`config.mk`:
```
export PLATFORM = sky130hd
export DESIGN_NAME = prio_vic
export DESIGN_NICKNAME = d
export VERILOG_FILES = /design/src/rtl/vic_pkg.sv /design/src/rtl/vic_prio_enc.sv /design/src/rtl/prio_vic.sv
export SDC_FILE = /design/constraint.sdc
export NUM_CORES = 1
export LEC_CHECK = 0
export ABC_AREA = 0
export CORE_MARGIN = 5
export CORE_UTILIZATION = 30
export DETAILED_ROUTE_END_ITERATION = 10
export HOLD_SLACK_MARGIN = 0.02
export PLACE_DENSITY_LB_ADDON = 0.1
export SLEW_MARGIN = 25
export SYNTH_ARGS = -nofsm -noshare
export SYNTH_HDL_FRONTEND = slang
export SYNTH_SLANG_ARGS = --single-unit
```
`constraint.sdc`:
```
create_clock -name clk -period 4.1 [get_ports clk]
set_clock_uncertainty 0.15 [all_clocks]
set_input_delay 0.41 -clock clk [delete_from_list [all_inputs] [get_ports clk]]
set_output_delay 0.41 -clock clk [all_outputs]
set_load 0.005 [all_outputs]
```
`src/rtl/vic_pkg.sv`:
```
// vic_pkg: shared FSM state encoding and constant clog2 helper for the interrupt controller.
package vic_pkg;
    typedef enum logic [1:0] {IDLE, ASSERT, SERVICE} state_e;

    function automatic int clog2(input int n);
        int r = 0;
        while ((1 << r) < n) r++;
        return r;
    endfunction
endpackage

```
`src/rtl/vic_prio_enc.sv`:
```
// vic_prio_enc: fixed-priority encoder, lowest set index wins.
module vic_prio_enc #(
    parameter int N = 16,
    parameter int W = 4
) (
    input  logic [N-1:0] req_i,
    output logic [W-1:0] idx_o,
    output logic         valid_o
);
    always_comb begin
        idx_o = '0;
        for (int i = N - 1; i >= 0; i--) idx_o = req_i[i] ? W'(i) : idx_o;
    end

    assign valid_o = |req_i;
endmodule

```
`src/rtl/prio_vic.sv`:
```
// prio_vic: vectored interrupt controller with synchronised edge/level inputs,
// fixed-priority arbitration and an optional assert timeout.
module prio_vic import vic_pkg::*; #(
    parameter int INT_NUM   = 16,
    parameter int INT_WIDTH = 8,
    parameter int ID_W      = clog2(INT_NUM)
) (
    input  logic               clk,
    input  logic               rst,
    input  logic [INT_NUM-1:0] int_source,
    input  logic [INT_NUM-1:0] int_mask,
    input  logic [INT_NUM-1:0] int_edge,
    input  logic [INT_NUM-1:0] int_clr,
    input  logic               int_ack,
    output logic               vic_int,
    output logic [ID_W-1:0]    vic_id,
    output logic [INT_NUM-1:0] int_pend,
    output logic [INT_NUM-1:0] int_active
);
    localparam int CW = INT_WIDTH > 0 ? INT_WIDTH : 1;

    logic [INT_NUM-1:0] s1_q, s2_q, h_q, pulse, sel, ack_clr, pend_d;
    logic [2:0]         warm_q;
    logic [CW-1:0]      cnt_q;
    logic [ID_W-1:0]    win_id;
    logic               win_v, timeout;
    state_e             state_q;

    vic_prio_enc #(.N(INT_NUM), .W(ID_W)) u_enc (
        .req_i  (int_pend & int_mask),
        .idx_o  (win_id),
        .valid_o(win_v)
    );

    // Edges are suppressed until history has caught up after reset, so lines
    // already high at release do not look like fresh edges.
    assign pulse   = s2_q & ~h_q & {INT_NUM{warm_q[2]}};
    assign sel     = INT_NUM'(1) << vic_id;
    assign ack_clr = (state_q == ASSERT && int_ack) ? sel & int_edge : '0;
    assign pend_d  = (int_edge & ((int_pend & ~int_clr & ~ack_clr) | pulse)) | (~int_edge & s2_q);
    assign timeout = (INT_WIDTH > 0) && (&cnt_q);

    always_ff @(posedge clk or posedge rst) begin
        if (rst) begin
            s1_q     <= '0;
            s2_q     <= '0;
            h_q      <= '0;
            warm_q   <= '0;
            int_pend <= '0;
        end else begin
            s1_q     <= int_source;
            s2_q     <= s1_q;
            h_q      <= s2_q;
            warm_q   <= {warm_q[1:0], 1'b1};
            int_pend <= pend_d;
        end
    end

    always_ff @(posedge clk or posedge rst) begin
        if (rst) begin
            state_q    <= IDLE;
            vic_int    <= 1'b0;
            vic_id     <= '0;
            int_active <= '0;
            cnt_q      <= '0;
        end else begin
            case (state_q)
                IDLE: if (win_v) begin
                    vic_id  <= win_id;
                    vic_int <= 1'b1;
                    cnt_q   <= '0;
                    state_q <= ASSERT;
                end
                ASSERT: if (int_ack) begin
                    int_active <= sel;
                    vic_int    <= 1'b0;
                    cnt_q      <= '0;
                    state_q    <= SERVICE;
                end else if (!(int_pend[vic_id] && int_mask[vic_id]) || timeout) begin
                    vic_int <= 1'b0;
                    cnt_q   <= '0;
                    state_q <= IDLE;
                end else begin
                    cnt_q <= cnt_q + 1'b1;
                end
                SERVICE: if (int_clr[vic_id]) begin
                    int_active <= '0;
                    state_q    <= IDLE;
                end
                default: state_q <= IDLE;
            endcase
        end
    end
endmodule

```
==> Word-level counts from Yosys, hierarchy flattened <==
Cells that the tools add are included.
{ "classes": {"add_sub_neg": 1, "order_cmp": 1, "eq_ne": 6, "shifts": 1, "n_mux": 39, "bitwise": 14, "reduce_logical": 14} }
{ "ops": {"columns": ["op", "n"], "rows": [
  ["$and 16x16->16", 8],
  ["$mux 4", 16],
  ["$not 16->16", 4],
  ["$mux 16", 3],
  ["$or 16x16->16", 2],
  ["$pmux 16 s2", 1],
  ["$mux 8", 3],
  ["$pmux 8 s2", 1],
  ["$reduce_or 16->1", 1],
  ["$shl 1x4->16 const A", 1],
  ["$bmux 1 s4", 3],
  ["$reduce_and 3->1", 3],
  ["$add 8x1->8 const B", 1],
  ["$mux 2", 4],
  ["$reduce_and 8->1", 1],
  ["$mux 1", 6],
  ["$pmux 2 s3", 1],
  ["$lt 4x5->1 const B", 1],
  ["$ne 2x2->1 const B", 2],
  ["$reduce_and 2->1", 2],
  ["$reduce_bool 2->1", 2],
  ["$ne 3x2->1 const B", 1],
  ["$eq 2x1->1 const B", 1],
  ["$eq 2x2->1 const B", 1],
  ["6 further kinds", 7]
]} }
{ "word_totals": {"regBits": 98, "in_bits": 67, "wordCells": 86} }

==> Logic depth before layout (Yosys ltp) <==
{ "depth": {"depth_word": 17, "depth_mapped": 9} }

==> By module <==
Synthesis repeated with hierarchy kept, for this count alone.
{ "hier_totals": {"cells_unflattened": 352, "hier_area_um2": 4065.1} }
{ "by_module_without_submodules": {"columns": ["mod", "instances", "cells_per_inst", "area_per_inst_um2"], "rows": [
  ["prio_vic", 1, 318, 3888.7],
  ["vic_prio_enc", 1, 34, 176.4]
]} }

==> Least setup slack after synthesis <==
Ideal clock, no wire load.
{ "synth_timing": {"path_type": "reg-to-reg", "start": "reg cnt_q[0]", "end": "reg cnt_q[5]", "setup_ps": 77, "arrival_time_ps": 2126, "required_ps": 3873, "path_slack_ps": 1748, "path_stages_with_launch": 9, "period_less_slack_ps": 2352, "cell_sequence": "dfrtp_1 -> ha_1 -> nand3_1 -> nor2_1 -> a311o_1 -> or4_1 -> buf_2 -> or3_1 -> o21ai_1"} }
{ "synth_via": {"elab_chain_cells": 5, "word_cells_on_any_way": 6, "cone_classes": "add/sub (1); mux (3); reduce/logical (2)"} }
{ "synth_rtl": {"columns": ["item", "line_no", "text"], "rows": [
  ["start: declaration", "prio_vic.sv:24", "logic [CW-1:0] cnt_q;"],
  ["start signal: assignment", "prio_vic.sv:84", "cnt_q <= cnt_q + 1'b1;"],
  ["parallel branches: the longest is 2 deep, another holds $add 8x1->8", null, null],
  ["$mux 8 *", "prio_vic.sv:79", "end else if (!(int_pend[vic_id] && int_mask[vic_id]) || timeout) begin"],
  ["$mux 8 *", "prio_vic.sv:74", "ASSERT: if (int_ack) begin"],
  ["$pmux 8 s2 *", "prio_vic.sv:67", "case (state_q)"]
]} }
Mark *: on every way between the ends.
A chain may end at the register's enable or synchronous reset.

==> Worst setup path after layout <==
{ "layout_timing": {"start": "reg vic_id[0]", "end": "reg int_active[15]"} }
{ "layout_via": {"elab_chain_cells": 4, "word_cells_on_any_way": 7, "cone_classes": "eq/ne (1); shift (1); mux (4); reduce/logical (1)"} }
{ "layout_rtl": {"columns": ["item", "line_no", "text"], "rows": [
  ["start: declaration", "prio_vic.sv:16", "output logic [ID_W-1:0] vic_id,"],
  ["start signal: assignment", "prio_vic.sv:69", "vic_id <= win_id;"],
  ["$bmux 1 s4", "prio_vic.sv:86", "SERVICE: if (int_clr[vic_id]) begin"],
  ["$mux 1 (implied by the code)", "prio_vic.sv:86", null],
  ["$ne 2x2->1 (no source line)", null, null],
  ["$reduce_and 3->1 (no source line)", null, null],
  ["end signal: assignment", "prio_vic.sv:75", "int_active <= sel;"],
  ["end: declaration", "prio_vic.sv:18", "output logic [INT_NUM-1:0] int_active"]
]} }
Several ways; a longest one is shown, not always the timed one. The select of a mux whose other input is x is not followed.

==> summary.md <==
| Metric | Value |
|---|---|
| Hold Fails Final Rpt | 0 |
| Sw power | 955 µW |
| Post-Syn Nets | slightly above 400 |
| Antenna violations before repair | 0 |
| Layout cells sized above 1 | 0.0633 |
| I/O pin cnt | approximately 100 |
| RSZ-0062 raised after global routing | false |
| Tmin final | about 2.8 ns |
| Arr. time, crit path | ~3.0 ns |
| Post-Route Hold Slack | 0.191 ns |
| GRT overflow | 0 |
| Row cnt | 41 |
| Crit path buf inv count | 0 |
| GPL Wtd Cong | about 0.90 |
| CP required | around 4.2 ns |
| Status | complete, no violations |
| Top-count cell post-synth | dfrtp_1 |
| Clk pwr share | 0.278 |
| CP endpoint kind | flip-flop |
| Peak supply drop | between 0.2 and 0.3 mV |
| Fraction of registers with async set/reset | 1.00 |
| DR vias | just over 3k |
| Die area | around 15,000 µm² |
| Number of synthesized flops with an enable pin | 0 |
| Global-route wire length before repair | around 18,000 µm |
| Cts bufs inserted | 9 |
| Drt drc | 0 |
| Critical path's slowest cell | dfrtp_1 |
| Vias in the first global route | 3,224 |
| Starting density of the core | 0.309 |
| Max Freq | around 0.35 GHz |
| Leak pwr | approximately 2.4 nW |
| Wirelength per Cell | approximately 18 µm |
| Final setup vio count | 0 |
| Crit path kind | flip-flop to flip-flop |
| DR vias/cell | 4.80 |
| CTS Hold Buffers Added | 0 |
| Clk Latency, worst-skew pair | approximately 0.35 ns |
| Top post-synthesis cells by count | dfrtp_1, nand2_1, o21ai_0 |
| CTS Root Buffer Type | clkbuf_16 |
| Syn Inst Count | around 350 |
| Min-delay worst type | flip-flop to flip-flop |
| Max-slew violations | 0 |
| Core Box Area | ~13,000 µm² |
| Fin crit share | 0.691 |
| Worst-margin pin slew | ~0.93 ns |
| Worst path top cell family by delay | multiplexers |
| Comb pwr share | 0.292 |
| DRT antenna net count | 0 |
| CTS tree | done |
| Seq pwr share | 0.430 |
| Seq/Total Area, Yosys | 0.624 |
| Cells along the critical path | mux4_2, mux4_2, a31oi_4, a32o_1 |
| Top-area cell type share of the netlist area | 0.624 |
| # diodes | 0 |
| Yosys cell types | slightly below 50 |
| Warning count from the yosys run | 0 |
| Final wirelength | between 10,000 and 15,000 µm |
| Clock sink count | 98 |
| Die height | about 120 µm |
| CP Max Fanout | 16 |
| Post-CTS Setup Bufs | 0 |
| CP max stage delay | about 0.7 ns |
| Post-Syn Area per Cell | 11.4 µm² |
| Clock-pin slew on the worst setup and hold paths | around 0.070 ns |
| Die width | approximately 120 µm |
| Most used cell, CP | mux4_2 |
| Primary FF master, synth | dfrtp_1 |
| Router iterations before antenna repair | 4 |
| Post_cts resized | 0 |
| GRT Total Usage | 0.148 |
| Layout Area Growth over Synthesis | 38.2% |
| Max_slew headroom | 0.373 |
| Area leader, netlist | dfrtp_1 |
| Internal power | between 1.5 and 2 mW |
| Maximum capacitance violations | 0 |
| Critical Path Start Type | flip-flop |
| Setup_tns | 0 ns |
| Seq cells post-synth | 98 |
| PortBufs | 103 |
| DP Wirelength | roughly 8300 µm |
| Number of H-tree levels | 3 |
| Nets | approximately 520 |
| Clock Tree Buf Depth | 2 |
| DRT iter0 DRCs | approximately 200 |
| Cell Area, Synth | 3930 µm² |
| Switching part of the total power | 0.328 |
| PD cells | around 540 nW/µm² |
| Synth area leaders | dfrtp_1, nand2_1, mux4_2 |
| Largest net degree at the start of global routing | about 80 |
-- final cells by class --
type / count / area (µm²)
Sequential cell: 98 / 2450
Tap cell: 172 / 215
Clock inverter: 6 / 50.0
Clock buffer: 10 / 229
Inverter: 7 / 31.3
Timing Repair Buffer: 106 / 1050
Fill cell: 1270 / 7290
Multi-Input combinational cell: 231 / 1400
-- cell families after synthesis --
group,share of synthesized area
AND/OR/NAND/NOR,0.148
flip-flops,0.624
buffers and inverters,0.0204
adder cells (fa/ha/maj),0.00318
multiplexers,0.0408
other,0.000954
AO/OA/AOI/OAI,0.162
-- worst paths after layout --
| kind | from | endpoint | slack (ns) | cells after the start |
|---|---|---|---|---|
| min in group asynchronous | rst | s1_q[0]$_DFF_PP0_ | 0.42 | 2 |
| max | vic_id[0]$_DFFE_PP0P_ | int_active[15]$_DFFE_PP0P_ | 1.27 | 4 |
| min | s1_q[9]$_DFF_PP0_ | s2_q[9]$_DFF_PP0_ | 0.19 | 0 |
| max reg2reg | vic_id[0]$_DFFE_PP0P_ | int_active[15]$_DFFE_PP0P_ | 1.27 | 4 |
| min reg2reg | s1_q[9]$_DFF_PP0_ | s2_q[9]$_DFF_PP0_ | 0.19 | 0 |
| max in group asynchronous | rst | int_active[12]$_DFFE_PP0P_ | 2.64 | 3 |
-- flip-flops by register name (all words and copies together) (netlist names), 3 cells and up --
signal,flops
int_pend,16
s2_q,16
warm_q,3
s1_q,16
cnt_q,8
vic_id,4
int_active,16
h_q,16
-- layer usage --
| layer | track usage | wire length [µm] |
|---|---|---|
| met1 | 0.192 | 5120 |
| met2 | 0.235 | 5290 |
| met3 | 0.0553 | 703 |
| met4 | 0.0348 | 106 |
| met5 | 0 | 0 |
-- per-stage QoR --
| step | total power, mW | utilization | worst slack (ns) | cells | cell area (µm²) |
|---|---|---|---|---|---|
| floorplan | 1.71 | - | 0.978 | 345 | 3930 |
| global placement | 2.12 | 0.405 | 1.16 | 614 | 5150 |
| detailed placement | 2.14 | 0.405 | 1.10 | 614 | 5150 |
| CTS | 2.96 | 0.426 | 1.21 | 630 | 5430 |
| global route | 3.08 | 0.427 | 1.08 | 630 | 5430 |
| finish | 2.91 | 0.427 | 1.27 | 630 | 5430 |
-- placed cells by master (no fill, tap or decap), types with 5 or more instances in the layout --
| cell | n |
|---|---|
| o31ai_1 | 8 |
| a21o_1 | 14 |
| nand2_1 | 73 |
| nor3_1 | 6 |
| nor2b_1 | 6 |
| inv_1 | 6 |
| clkbuf_16 | 9 |
| a22oi_1 | 8 |
| a22o_1 | 9 |
| o21ai_0 | 22 |
| mux4_2 | 5 |
| nand3_1 | 8 |
| clkdlybuf4s50_1 | 103 |
| dfrtp_1 | 98 |
| nor2_1 | 21 |
-- power groups by stage --
stage	Clock [mW]	Combinational, mW	Sequential, mW
floorplan	0	0.516	1.19
global placement	0	0.848	1.28
detailed placement	0	0.859	1.28
CTS	0.843	0.862	1.26
global route	0.871	0.929	1.28
finish	0.809	0.850	1.25
(Power assumes the default switching activity.)
